--- config.mk ---
export PLATFORM = sky130hd
export DESIGN_NAME = instr_fetch
export DESIGN_NICKNAME = d
export VERILOG_FILES = /design/src/rtl/instr_fetch.sv
export SDC_FILE = /design/constraint.sdc
export NUM_CORES = 1
export LEC_CHECK = 0
export ABC_AREA = 1
export CAP_MARGIN = 20
export CORE_MARGIN = 4
export CORE_UTILIZATION = 60
export CTS_CLUSTER_SIZE = 14
export DETAILED_ROUTE_END_ITERATION = 6
export MAX_ROUTING_LAYER = met4
export PLACE_DENSITY_LB_ADDON = 0.3
export SLEW_MARGIN = 20
export SYNTH_ARGS = -nofsm -noshare
export SYNTH_HDL_FRONTEND = slang
export SYNTH_SLANG_ARGS = --single-unit
--- constraint.sdc ---
create_clock -name clk -period 2 [get_ports clk]
set_input_delay 0.2 -clock clk [delete_from_list [all_inputs] [get_ports clk]]
set_output_delay 0.2 -clock clk [all_outputs]
set_load 0.02 [all_outputs]
--- src/rtl/instr_fetch.sv ---
// instr_fetch: edge-triggered instruction fetch unit with a 16x8 program store.
// A rising edge on load_ir fetches store[pc] into instruction, advances pc and
// pulses fetch_valid for one cycle. Fetching HALT_WORD (or running off the end
// of the store) parks the unit in HALT until restart.
//
// Handshake: fetch_valid is a one-cycle qualifier with no back-pressure; the
// CPU must capture instruction in the cycle fetch_valid is high, because the
// next accepted fetch overwrites it.
//
// Configuration macro: IFETCH_PC_WRAP_EN
//   defined   - a fetch at pc=15 wraps pc to 0 and fetching continues.
//   undefined - a fetch at pc=15 delivers the word, holds pc=15 and halts.
module instr_fetch #(
    parameter logic [3:0] RESET_PC  = 4'h0,
    parameter logic [7:0] HALT_WORD = 8'h00
) (
    input  logic       clk,
    input  logic       reset,
    input  logic       load_ir,
    input  logic       restart,
    input  logic       prog_we,
    input  logic [3:0] prog_addr,
    input  logic [7:0] prog_data,
    output logic [7:0] instruction,
    output logic [3:0] pc,
    output logic       fetch_valid,
    output logic       halted
);

    typedef enum logic [1:0] {
        IDLE  = 2'd0,
        FETCH = 2'd1,
        HALT  = 2'd2
    } state_t;

    state_t     state;
    logic       load_ir_q;
    logic       halt_pending;
    logic [7:0] store [16];

    logic       fetch_event;
    logic       take_fetch;
    logic [7:0] fetch_word;
    logic [3:0] pc_next;
    logic       end_of_store;

    // Rising edge of the level-type load_ir strobe.
    assign fetch_event = load_ir && !load_ir_q;

    // Read happens against the pre-write store contents, so a same-cycle
    // program write to the fetched address returns the old word.
    assign fetch_word = store[pc];

    // Restart outranks a fetch; a pending halt outranks a back-to-back fetch.
    assign take_fetch = fetch_event && !restart &&
                        ((state == IDLE) || ((state == FETCH) && !halt_pending));

`ifdef IFETCH_PC_WRAP_EN
    assign pc_next      = pc + 4'd1;
    assign end_of_store = 1'b0;
`else
    assign pc_next      = (pc == 4'hF) ? pc : pc + 4'd1;
    assign end_of_store = (pc == 4'hF);
`endif

    // Program store: written from the program port in any state, never reset.
    always_ff @(posedge clk) begin
        if (prog_we) begin
            store[prog_addr] <= prog_data;
        end
    end

    // Fetch FSM with registered instruction/pc/fetch_valid/halted outputs.
    always_ff @(posedge clk or negedge reset) begin
        if (!reset) begin
            state        <= IDLE;
            pc           <= RESET_PC;
            instruction  <= 8'h00;
            fetch_valid  <= 1'b0;
            halted       <= 1'b0;
            load_ir_q    <= 1'b0;
            halt_pending <= 1'b0;
        end else begin
            load_ir_q   <= load_ir;
            fetch_valid <= 1'b0;
            if (restart) begin
                state        <= IDLE;
                pc           <= RESET_PC;
                halted       <= 1'b0;
                halt_pending <= 1'b0;
            end else if (take_fetch) begin
                state        <= FETCH;
                instruction  <= fetch_word;
                pc           <= pc_next;
                fetch_valid  <= 1'b1;
                halt_pending <= (fetch_word == HALT_WORD) || end_of_store;
            end else begin
                case (state)
                    IDLE: begin
                        state <= IDLE;
                    end
                    FETCH: begin
                        if (halt_pending) begin
                            state        <= HALT;
                            halted       <= 1'b1;
                            halt_pending <= 1'b0;
                        end else begin
                            state <= IDLE;
                        end
                    end
                    HALT: begin
                        state <= HALT;
                    end
                    default: begin
                        state <= IDLE;
                    end
                endcase
            end
        end
    end

endmodule

## Yosys cells after proc, flatten, opt, wreduce, memory -nomap -nowiden

Memories as Yosys holds them, arrays and structs flattened.
Index checks and enable logic that the tools add are counted.

| storage, ports and cells | value |
|---|---|
| flip-flop bits (word level) | 18 |
| RAM bits | 128 |
| input port bits | 17 |
| output and inout port bits | 14 |
| logic and storage cells | 51 |
| memories kept | 1 |

| cells by class | value |
|---|---|
| add/subtract/negate cells | 1 |
| equal/unequal tests | 5 |
| muxes and demuxes | 18 |
| bitwise operators | 1 |
| reductions and logical operators | 18 |

Memory list:

| name | depth | width | rd ports | clocked after memory_dff | write ports | line | text |
|---|---|---|---|---|---|---|---|
| store | 16 | 8 | 1 | 0 | 1 | 39 | `logic [7:0] store [16];` |

Operators with widths:

| kind | number |
|---|---|
| 2-to-1 mux 4 bit | 3 |
| 2-to-1 mux 1 bit | 11 |
| zero test 8 bit | 1 |
| 2-to-1 mux 2 bit | 3 |
| nonzero test 2 bit | 3 |
| adder 4 x 1 -> 4 bit (second input constant) | 1 |
| equality test 4 bit (second input constant) | 1 |
| logical AND 1 bit | 4 |
| inequality test 2 bit (second input constant) | 2 |
| case mux 2 bit (2 select lines) | 1 |
| AND reduction 2 bit | 2 |
| zero test 1 bit | 3 |
| AND reduction 3 bit | 1 |
| nonzero test 3 bit | 1 |
| equality test 2 x 1 -> 1 bit (second input constant) | 1 |
| equality test 2 bit (second input constant) | 1 |
| zero test 2 bit | 1 |
| logical OR 1 bit | 2 |
| inverter 1 bit | 1 |

## Depth between registers and ports, before layout

Gate-level depths: netlist of the first run.

| logic depth | value |
|---|---|
| depth after elaboration | 6 |
| mapped depth | 14 |
| gate-level depth less buffers | 12 |

## Least setup slack after synthesis of the first run

OpenSTA, ideal clock, no wires.

| path | value |
|---|---|
| path type | reg-to-reg |
| start point | register state[0] |
| end point | register halted |
| setup time | 122 ps |
| arrival | 1,546 ps |
| slack | 332 ps |
| cell stages (with the launch flop) | 7 |
| buffers on the path | 1 |
| path through | dfrtp_1 > ha_1 > a21oi_1 > nor4_1 > buf_2 > nor2_1 > a32o_1 |

| on the way | value |
|---|---|
| longest elaborated chain between the ends | 6 |
| elaborated cells on any way between the ends | 8 |
| classes of those cells | eq/ne: 2; reduce/logical: 6 |

Ends and longest elaborated chain:

| what | line | text |
|---|---|---|
| start, declared | 36 | `state_t state;` |
| start signal, assigned | 76 | `state <= IDLE;` |
| start signal, assigned | 87 | `state <= IDLE;` |
| start signal, assigned | 92 | `state <= FETCH;` |
| equality test 2 x 1 -> 1 bit | 56, 98 |  |
| logical AND 1 bit | 56 | `((state == IDLE) \|\| ((state == FETCH) && !halt_pending));` |
| logical OR 1 bit | 56 |  |
| logical AND 1 bit | 55 | `assign take_fetch = fetch_event && !restart &&` |
| inequality test 2 bit (no line) | -- |  |
| AND reduction 3 bit (no line) * | -- |  |
| end signal, assigned | 80 | `halted <= 1'b0;` |
| end signal, assigned | 89 | `halted <= 1'b0;` |
| end signal, assigned | 105 | `halted <= 1'b1;` |
| end, declared | 27 | `output logic halted` |

Mark *: on every way between the ends. The rest lies on a longest branch, timed or not.
A chain may end at the register's enable or synchronous reset.

## Worst setup path in the final report of the first run

| path | value |
|---|---|
| start point | register pc[3] |
| end point | output pc[3] |

RTL lines:

| what | line | text |
|---|---|---|
| start, declared | 25 | `output logic [3:0] pc,` |
| start signal, assigned | 94 | `pc <= pc_next;` |

No word-level cell between the ends.

==> results of run 1 <==
==> registers in the layout (all words and copies together), names as in the netlist <==
| register | count |
|---|---|
| halt_pending | 1 |
| store | 128 |
| load_ir_q | 1 |
| instruction | 8 |
| pc | 4 |
| halted | 1 |
| state | 2 |
==> through the flow <==
stage	cell area (um^2)	util [%]
global placement	6726	68.19
floorplan	6133	-
global route	7340	74.40
CTS	7340	74.40
finish	7340	74.40
detailed placement	6726	68.19
==> logic make-up after synthesis <==
family	synth area share, %
buffers and inverters	5.610
DFF	69.60
adders and majority gates	0.8160
and+or+nand+nor	20.87
AOI/OAI and AO/OA	3.101
==> area by class of cell <==
type	instances	area, um^2
well taps	133	166.4
fillers	608	2525
clock inverters	15	192.7
clock buffers	17	414.1
flip-flops and latches	145	4270
repair buffers	59	566.8
inverters	54	202.7
multi-input cells	351	1526
==> final timing paths <==
path | start | endpoint | slack, ns | cells after the start
min in group asynchronous | reset | pc[3] | 0.53 | 2
setup / recovery | pc[3] | pc[3] | 0.11 | 2
hold / removal | load_ir | load_ir_q | 0.16 | 1
setup reg to reg | pc[0] | pc[0] | 0.16 | 8
hold reg to reg | halted | halted | 0.50 | 1
max in group asynchronous | reset | pc[0] | 0.96 | 3
==> layer usage <==
metal,vias to the layer above,wire length (um),track usage (%)
met5,-,0,-
met4,0,345,9.107
met3,32,1345,6.335
met2,271,7267,44.78
met1,2114,5768,36.09
li1,2028,-,-
==> synthesized netlist by cell type <==
cell type | number | area [um^2]
nand2_1 | 177 | 664.4
dfrtp_1 | 17 | 425.4
nor3_1 | 2 | 10.01
edfxtp_1 | 128 | 3844
o21ai_0 | 10 | 50.05
o21ai_1 | 7 | 35.03
nand3b_1 | 2 | 15.01
nor2_1 | 61 | 229.0
a21oi_1 | 3 | 15.01
a32o_1 | 1 | 10.01
clkbuf_1 | 4 | 15.01
buf_2 | 17 | 85.08
inv_1 | 50 | 187.7
ha_1 | 4 | 50.05
clkinv_1 | 2 | 7.510
a31oi_1 | 8 | 50.05
inv_2 | 2 | 7.510
buf_1 | 2 | 7.510
nor4_1 | 1 | 6.260
nand3_1 | 71 | 355.3
o211ai_1 | 4 | 30.03
buf_6 | 3 | 33.78
==> power breakdown <==
part	leakage, nW	internal, W	switching (W)
Combinational	1.32	0.000293	0.000529
Clock	0.281	0.00201	0.00118
Sequential	1.36	0.00340	0.0000499
Total	2.96	0.00570	0.00176
==> repair_timing <==
action | CTS | global route
endpoints found under the setup margin | 3 | 0
hold buffers | 1 | 0
resized for setup | 3 | 0
endpoints found under the hold margin | 8 | 0
==> flow_metrics.env, run 1 <==
export IMPL_synth_warnings=0
export IMPL_worst_pin_slew_ns=0.8370
export IMPL_clock_fmax_mhz=530.0
export IMPL_cts_setup_buffers=0
export IMPL_diodes=0
export IMPL_clk_pin_slew_ns=0.06
export IMPL_drive_gt1_share_pct=9.672
export IMPL_worstPathCellList="buf_4, clkdlybuf4s50_1"
export IMPL_crit_family="buffers and inverters"
export IMPL_cts_inserted_buffers=17
export IMPL_worst_path_buf_inv=2
export IMPL_worstPathMaxFanout=10
export IMPL_hp_class="input port to flop"
export IMPL_most_common_layout_cells="nand2_1 (177), edfxtp_1 (128), nand3_1 (71), nor2_1 (61), inv_1 (50)"
export IMPL_netlist_instances=576
export IMPL_drt_wl_total_mm=14.73
export IMPL_end_kind="output pin"
export IMPL_critPathLaunchType="flop"
export IMPL_io_buffers=30
export IMPL_post_route_min_period_ns=1.887
export IMPL_pre_cts_ws_ns=0.2807
export IMPL_p_leak_nw=2.964
export IMPL_routed_via_density=5.743
export IMPL_slew_viol_final=0
export IMPL_setup_tns_ns=0
export IMPL_die_x_um=109.1
export IMPL_grt_pass1_vias=4345
export IMPL_max_slew_margin_pct=44.03
export IMPL_antenna_found_initial=0
export IMPL_cts_root_buf="clkbuf_8"
export IMPL_hpwl_mm=9.200
export IMPL_fin_ws_ns=0.1132
export IMPL_cp_slowest_cell="clkdlybuf4s50_1"
export IMPL_syn_cell_area_um2=6133
export IMPL_drt_iter0_markers=529
export IMPL_synth_seq_cells=145
export IMPL_fp_dieH_um=109.1
export IMPL_post_drt_wl_per_cell_um=19.03
export IMPL_grt_max_degree=53
export IMPL_initial_core_util_pct=62.18
export IMPL_finalClockSkew_ns=0.008931
export IMPL_htreeDepth=4
export IMPL_ir_drop_uv=654.5
export IMPL_fin_nets=649
export IMPL_grt_pass1_wl_mm=23.49
export IMPL_first_pass_iters=5
export IMPL_drc=0
export IMPL_design_core_area_um2=9864
export IMPL_cts_tree="done"
export IMPL_finalSetupViolations=0
export IMPL_final_common_cell="nand2_1"
export IMPL_clock_path_buffers=2
export IMPL_seq_area_frac_synth_pct=69.60
export IMPL_hold_worst_slack_ns=0.1619
export IMPL_power_density_nw_per_um2=1017
export IMPL_syn2layout_area_growth_pct=19.67
export IMPL_cts_sinks=145
export IMPL_rows=36
export IMPL_critical_path_arrival_ns=1.69
export IMPL_ant_nets=0
export IMPL_power_w=0.007464
export IMPL_io_pins=31
export IMPL_fp_dieArea_um2=11900
export IMPL_syn_nets=597
export IMPL_critPathMaxStageDelay_ns=0.62
export IMPL_avgSynthCellArea_um2=10.65
export IMPL_overflow=0
export IMPL_num_vias=4445
export IMPL_critical_path_required_ns=1.80
export IMPL_rsz0062_at_grt="no"
export IMPL_dp_cells=741
export IMPL_outcome="complete, no violations"
export IMPL_criticalPathCategory="flop to output pin"
export IMPL_grtUsageTotal_pct=28.08
export IMPL_drv_cap=0
export IMPL_period_share_pct=94.34
export IMPL_gp_congestion=0.8699
export IMPL_finalHoldViolations=0
export IMPL_synthDistinctLibCells=22
export IMPL_layoutNonFillerInstCount=774
export IMPL_clock_latency_ns=0.52
No activity file was read; power rests on OpenSTA's default activity.
==> inputs of run 2 (changes only) <==
Settings changed: CORE_ASPECT_RATIO set to 1.1.
==> run 2 against run 1 <==
Net effect: clock skew down 0.0040 ns; clock-buffer cell count up 6; global-route usage down 1.8 points; setup slack worse by 0.0083 ns; combinational power about the same; critical endpoint is now halt_pending; largest power group is now clock.
==> flow_metrics.env, run 2 (synthesis results as in run 1) <==
export IMPL_critical_path_arrival_ns=2.36
export IMPL_p_leak_nw=3.020
export IMPL_syn2layout_area_growth_pct=20.58
export IMPL_cts_sinks=145
export IMPL_initial_core_util_pct=61.72
export IMPL_grt_max_degree=36
export IMPL_drv_cap=0
export IMPL_ctsResizeCount=2
export IMPL_finalSetupViolations=0
export IMPL_num_vias=4444
export IMPL_period_share_pct=94.76
export IMPL_clk_pin_slew_ns=0.06
export IMPL_power_density_nw_per_um2=1058
export IMPL_top_regs="store: 128 flops, instruction: 8 flops, pc: 4 flops"
export IMPL_cp_slowest_cell="dfrtp_2"
export IMPL_rows=38
export IMPL_fin_ws_ns=0.1049
export IMPL_finalHoldViolations=0
export IMPL_place_area_um2=6708
export IMPL_fp_dieArea_um2=11910
export IMPL_drt_wl_total_mm=14.61
export IMPL_grtUsageTotal_pct=26.31
export IMPL_antenna_found_initial=0
export IMPL_max_slew_margin_pct=49.88
export IMPL_slew_viol_final=0
export IMPL_most_common_layout_cells="nand2_1 (177), edfxtp_1 (128), nand3_1 (70), nor2_1 (61), inv_1 (50)"
export IMPL_drc=0
export IMPL_grt_pass1_wl_mm=22.74
export IMPL_hpwl_mm=8.853
export IMPL_clock_fmax_mhz=527.7
export IMPL_fin_nets=651
export IMPL_ir_drop_uv=840.6
export IMPL_end_kind="flop"
export IMPL_pre_cts_ws_ns=0.2604
export IMPL_clock_latency_ns=0.52
export IMPL_cp_common_cell="nand2_1"
export IMPL_final_common_cell="nand2_1"
export IMPL_design_core_area_um2=9937
export IMPL_regMostFlops="store"
export IMPL_routed_via_density=5.824
export IMPL_rsz0062_at_grt="no"
export IMPL_finalClockSkew_ns=0.004908
export IMPL_critPathMaxStageDelay_ns=0.44
export IMPL_worstPathMaxFanout=35
export IMPL_cts_tree="done"
export IMPL_setup_tns_ns=0
export IMPL_fp_dieH_um=114.0
export IMPL_crit_family="simple AND/OR/NAND/NOR gates"
export IMPL_clock_path_buffers=2
export IMPL_outcome="complete, no violations"
export IMPL_cts_setup_buffers=0
export IMPL_drt_iter0_markers=678
export IMPL_overflow=0
export IMPL_worst_pin_slew_ns=0.7494
export IMPL_post_route_min_period_ns=1.895
export IMPL_finish_utilization_pct=74.43
export IMPL_critPathLaunchType="flop"
export IMPL_cts_inserted_buffers=17
export IMPL_post_drt_wl_per_cell_um=19.15
export IMPL_worst_path_buf_inv=1
export IMPL_diodes=0
export IMPL_gp_congestion=0.9170
export IMPL_io_pins=31
export IMPL_critical_path_required_ns=2.47
export IMPL_grt_pass1_vias=4279
export IMPL_drive_gt1_share_pct=10.26
export IMPL_worstPathCellList="buf_6, nor2_1, nor2_1, o21ai_1, nand3_1, nand3_1, nand2_1, nor2_1, nand2_1, o21ai_1, nand2_1, nand2_1"
export IMPL_ant_nets=0
export IMPL_io_buffers=30
export IMPL_cts_root_buf="clkbuf_8"
export IMPL_hp_class="input port to async pin"
export IMPL_criticalPathCategory="flop to flop"
export IMPL_first_pass_iters=5
export IMPL_die_x_um=104.4
export IMPL_htreeDepth=4
export IMPL_stdcell_area_um2=7396
export IMPL_largest_reg_flops=128
export IMPL_power_w=0.007824
export IMPL_cts_hold_buf=0
-- run 2: cell count changes in the layout (fill, tap and decap cells not counted), moves of 2 or more --
cell,previous run,this run
buf_12,4,2
buf_4,24,28
bufinv_16,4,6
clkbuf_1,0,2
clkbuf_8,1,5
clkinv_1,4,2
clkinv_4,2,0
clkinvlp_4,5,2
-- run 2: routing by layer --
layer / GRT usage, % / wire [um]
met2: 40.40 / 6845
met3: 5.716 / 1507
met5: - / 0
met1: 34.24 / 5737
met4: 11.70 / 521
-- run 2: path summary, 6_finish.rpt --
check	from	to	slack (ns)	cells past startpoint
worst max-delay path	pc[0]	halt_pending	0.10	12
max in group asynchronous	reset	pc[0]	1.37	1
worst min register to register	halted	halted	0.50	1
min in group clk	load_ir	load_ir_q	0.14	1
worst min-delay path	reset	pc[3]	0.12	1
worst max register to register	pc[0]	halt_pending	0.10	12
-- run 2: area by class of cell --
type	count	area [um^2]
Timing Repair Buffer	61	561.8
Clock buffer	23	476.7
Clock inverter	9	200.2
Sequential cell	145	4270
Fill cell	602	2541
Inverter	54	205.2
Multi-Input combinational cell	351	1531
Tap cell	120	150.1
-- run 2: power by group --
| group | total [W] | internal (W) | switching [W] | leakage, nW |
|---|---|---|---|---|
| registers | 0.00344 | 0.00340 | 0.0000434 | 1.36 |
| clock network | 0.00356 | 0.00241 | 0.00115 | 0.324 |
| logic | 0.000820 | 0.000293 | 0.000527 | 1.33 |
| total | 0.00782 | 0.00610 | 0.00172 | 3.02 |
-- run 2: per-stage QoR --
step / hold WS (ns) / instances
2_1_floorplan: -0.09559 / 576
3_3_place_gp: 0.4829 / 731
3_5_place_dp: 0.4903 / 731
4_1_cts: 0.1370 / 763
5_1_grt: 0.1464 / 763
6_report: 0.1180 / 763
==> inputs of run 3 (changes only) <==
Settings changed: CORE_MARGIN 4 to not set.
==> run 3 against run 2 <==
Net effect: the run now ends with DRC left; largest cell class unchanged; clock skew increased by 0.0014 ns; flip-flop and latch count unchanged; setup slack got worse by 0.023 ns; first-iteration DRC count decreased by 26%; final area decreased by 0.51%; maximum frequency decreased by 1.2%; routed wire length decreased by 0.63%; via count increased by 0.11%; combinational power decreased by 1%; critical path depth decreased by 10; clock power decreased by 7.3%.
==> flow_metrics.env, run 3 (synthesis results as in run 1) <==
export IMPL_outcome="finished with violations"
export IMPL_violations="DRC"
export IMPL_io_pins=31
export IMPL_rr_endpoint="halt_pending"
export IMPL_grt_pass1_wl_mm=22.74
export IMPL_cts_tree="done"
export IMPL_cts_sinks=145
export IMPL_clock_path_buffers=2
export IMPL_crit_family="buffers and inverters"
export IMPL_first_pass_iters=7
export IMPL_post_drt_wl_per_cell_um=19.05
export IMPL_drt_iter0_markers=502
export IMPL_gp_congestion=0.8798
export IMPL_cts_setup_buffers=0
export IMPL_finalSetupViolations=0
export IMPL_ant_nets=0
export IMPL_ir_drop_uv=660.0
export IMPL_worst_path_buf_inv=2
export IMPL_critical_path_arrival_ns=1.72
export IMPL_dp_cells=730
export IMPL_num_vias=4449
export IMPL_clock_latency_ns=0.53
export IMPL_worstPathCellList="buf_4, clkdlybuf4s50_1"
export IMPL_cts_inserted_buffers=17
export IMPL_clk_pin_slew_ns=0.06
export IMPL_hp_class="input port to async pin"
export IMPL_antenna_found_initial=0
export IMPL_fp_dieArea_um2=10630
export IMPL_worst_pin_slew_ns=0.8093
export IMPL_grt_pass1_vias=4368
export IMPL_drc=1
export IMPL_critical_path_required_ns=1.80
export IMPL_initial_core_util_pct=62.02
export IMPL_max_slew_margin_pct=45.88
export IMPL_drv_cap=0
export IMPL_drt_wl_total_mm=14.52
export IMPL_drive_gt1_share_pct=10.12
export IMPL_routed_via_density=5.839
export IMPL_overflow=0
export IMPL_p_leak_nw=3.005
export IMPL_end_kind="output pin"
export IMPL_finish_utilization_pct=74.41
export IMPL_largest_reg_flops=128
export IMPL_design_core_area_um2=9889
export IMPL_hpwl_mm=8.737
export IMPL_io_buffers=30
export IMPL_syn2layout_area_growth_pct=19.97
export IMPL_fp_dieH_um=108.0
export IMPL_place_area_um2=6725
export IMPL_regMostFlops="store"
export IMPL_worstPathMaxFanout=10
export IMPL_critPathLaunchType="flop"
export IMPL_grtUsageTotal_pct=30.67
export IMPL_critPathMaxStageDelay_ns=0.62
export IMPL_period_share_pct=95.93
export IMPL_fin_nets=650
export IMPL_finalClockSkew_ns=0.006329
export IMPL_cp_slowest_cell="clkdlybuf4s50_1"
export IMPL_criticalPathCategory="flop to output pin"
export IMPL_cts_root_buf="clkbuf_8"
export IMPL_stdcell_area_um2=7358
export IMPL_final_common_cell="nand2_1"
export IMPL_die_x_um=98.40
export IMPL_r2r_start="pc[0]"
export IMPL_rows=38
export IMPL_layoutNonFillerInstCount=762
export IMPL_htreeDepth=4
export IMPL_finalHoldViolations=0
export IMPL_rr_worst_depth=11
export IMPL_setup_tns_ns=0
export IMPL_post_route_min_period_ns=1.919
export IMPL_most_common_layout_cells="nand2_1 (177), edfxtp_1 (128), nand3_1 (71), nor2_1 (61), inv_1 (50)"
export IMPL_power_density_nw_per_um2=1028
export IMPL_grt_max_degree=47
export IMPL_top_regs="store: 128 flops, instruction: 8 flops, pc: 4 flops"
export IMPL_rsz0062_at_grt="no"
export IMPL_diodes=0
export IMPL_regToRegSetupSlack_ns=0.12
export IMPL_slew_viol_final=0
export IMPL_clock_fmax_mhz=521.2
[run 3: cell count changes in the layout (fill, tap and decap cells not counted), sizes merged]
| cell | change |
|---|---|
| bufinv | -4 |
| inv | +2 |
| clkbuf | +2 |
| buf | -1 |
| clkinv | +2 |
| clkdlybuf4s50 | +1 |
| dlymetal6s2s | -1 |
| clkinvlp | -2 |
[run 3: what timing repair did]
action,in CTS,in global routing
setup endpoints to repair,2,0
hold buffers,0,0
resized for setup,2,0
[run 3: per-stage QoR]
stage / hold slack, ns / total power [W] / worst slack (ns)
after floorplan: -0.09559 / 0.003959 / 0.3321
after global placement: 0.4769 / 0.004273 / 0.2840
after detailed placement: 0.4819 / 0.004296 / 0.2510
after CTS: 0.1366 / 0.007577 / 0.06537
after global routing: 0.1621 / 0.007780 / 0.02553
final: 0.1278 / 0.007562 / 0.08140
[run 3: worst max path at each step]
stage	start	cells after the start	slack (ns)	endpoint
6_report	pc[2]	2	0.08	pc[2]
5_1_grt	pc[0]	12	0.03	halt_pending
4_1_cts	pc[2]	2	0.07	pc[2]
3_5_place_dp	pc[0]	12	0.25	halt_pending
3_3_place_gp	pc[0]	12	0.28	halt_pending
2_1_floorplan	state[0]	6	0.33	halted
[run 3: power breakdown]
group,internal [W],switching [W],total (W)
registers,0.00340,0.0000542,0.00345
logic,0.000294,0.000517,0.000812
clock network,0.00213,0.00117,0.00330
[run 3: metal layers]
layer | part of all wire [%] | wire length [um] | GRT usage (%) | vias to the layer above
li1 | - | - | - | 2032
met4 | 3.1 | 457 | 14.61 | 0
met5 | 0 | 0 | - | -
met1 | 39 | 5643 | 37.93 | 2071
met2 | 48 | 7021 | 47.64 | 304
met3 | 9.6 | 1397 | 8.080 | 42
[run 3: final cells by class]
type                       count  area, um^2
inverter                      54       202.7
clock buffer                  25       548.0
multi-input combinational    351        1526
tap                          120       150.1
fill                         634        2531
clock inverter                 7       87.58
timing repair buffer          60       573.1
sequential                   145        4270
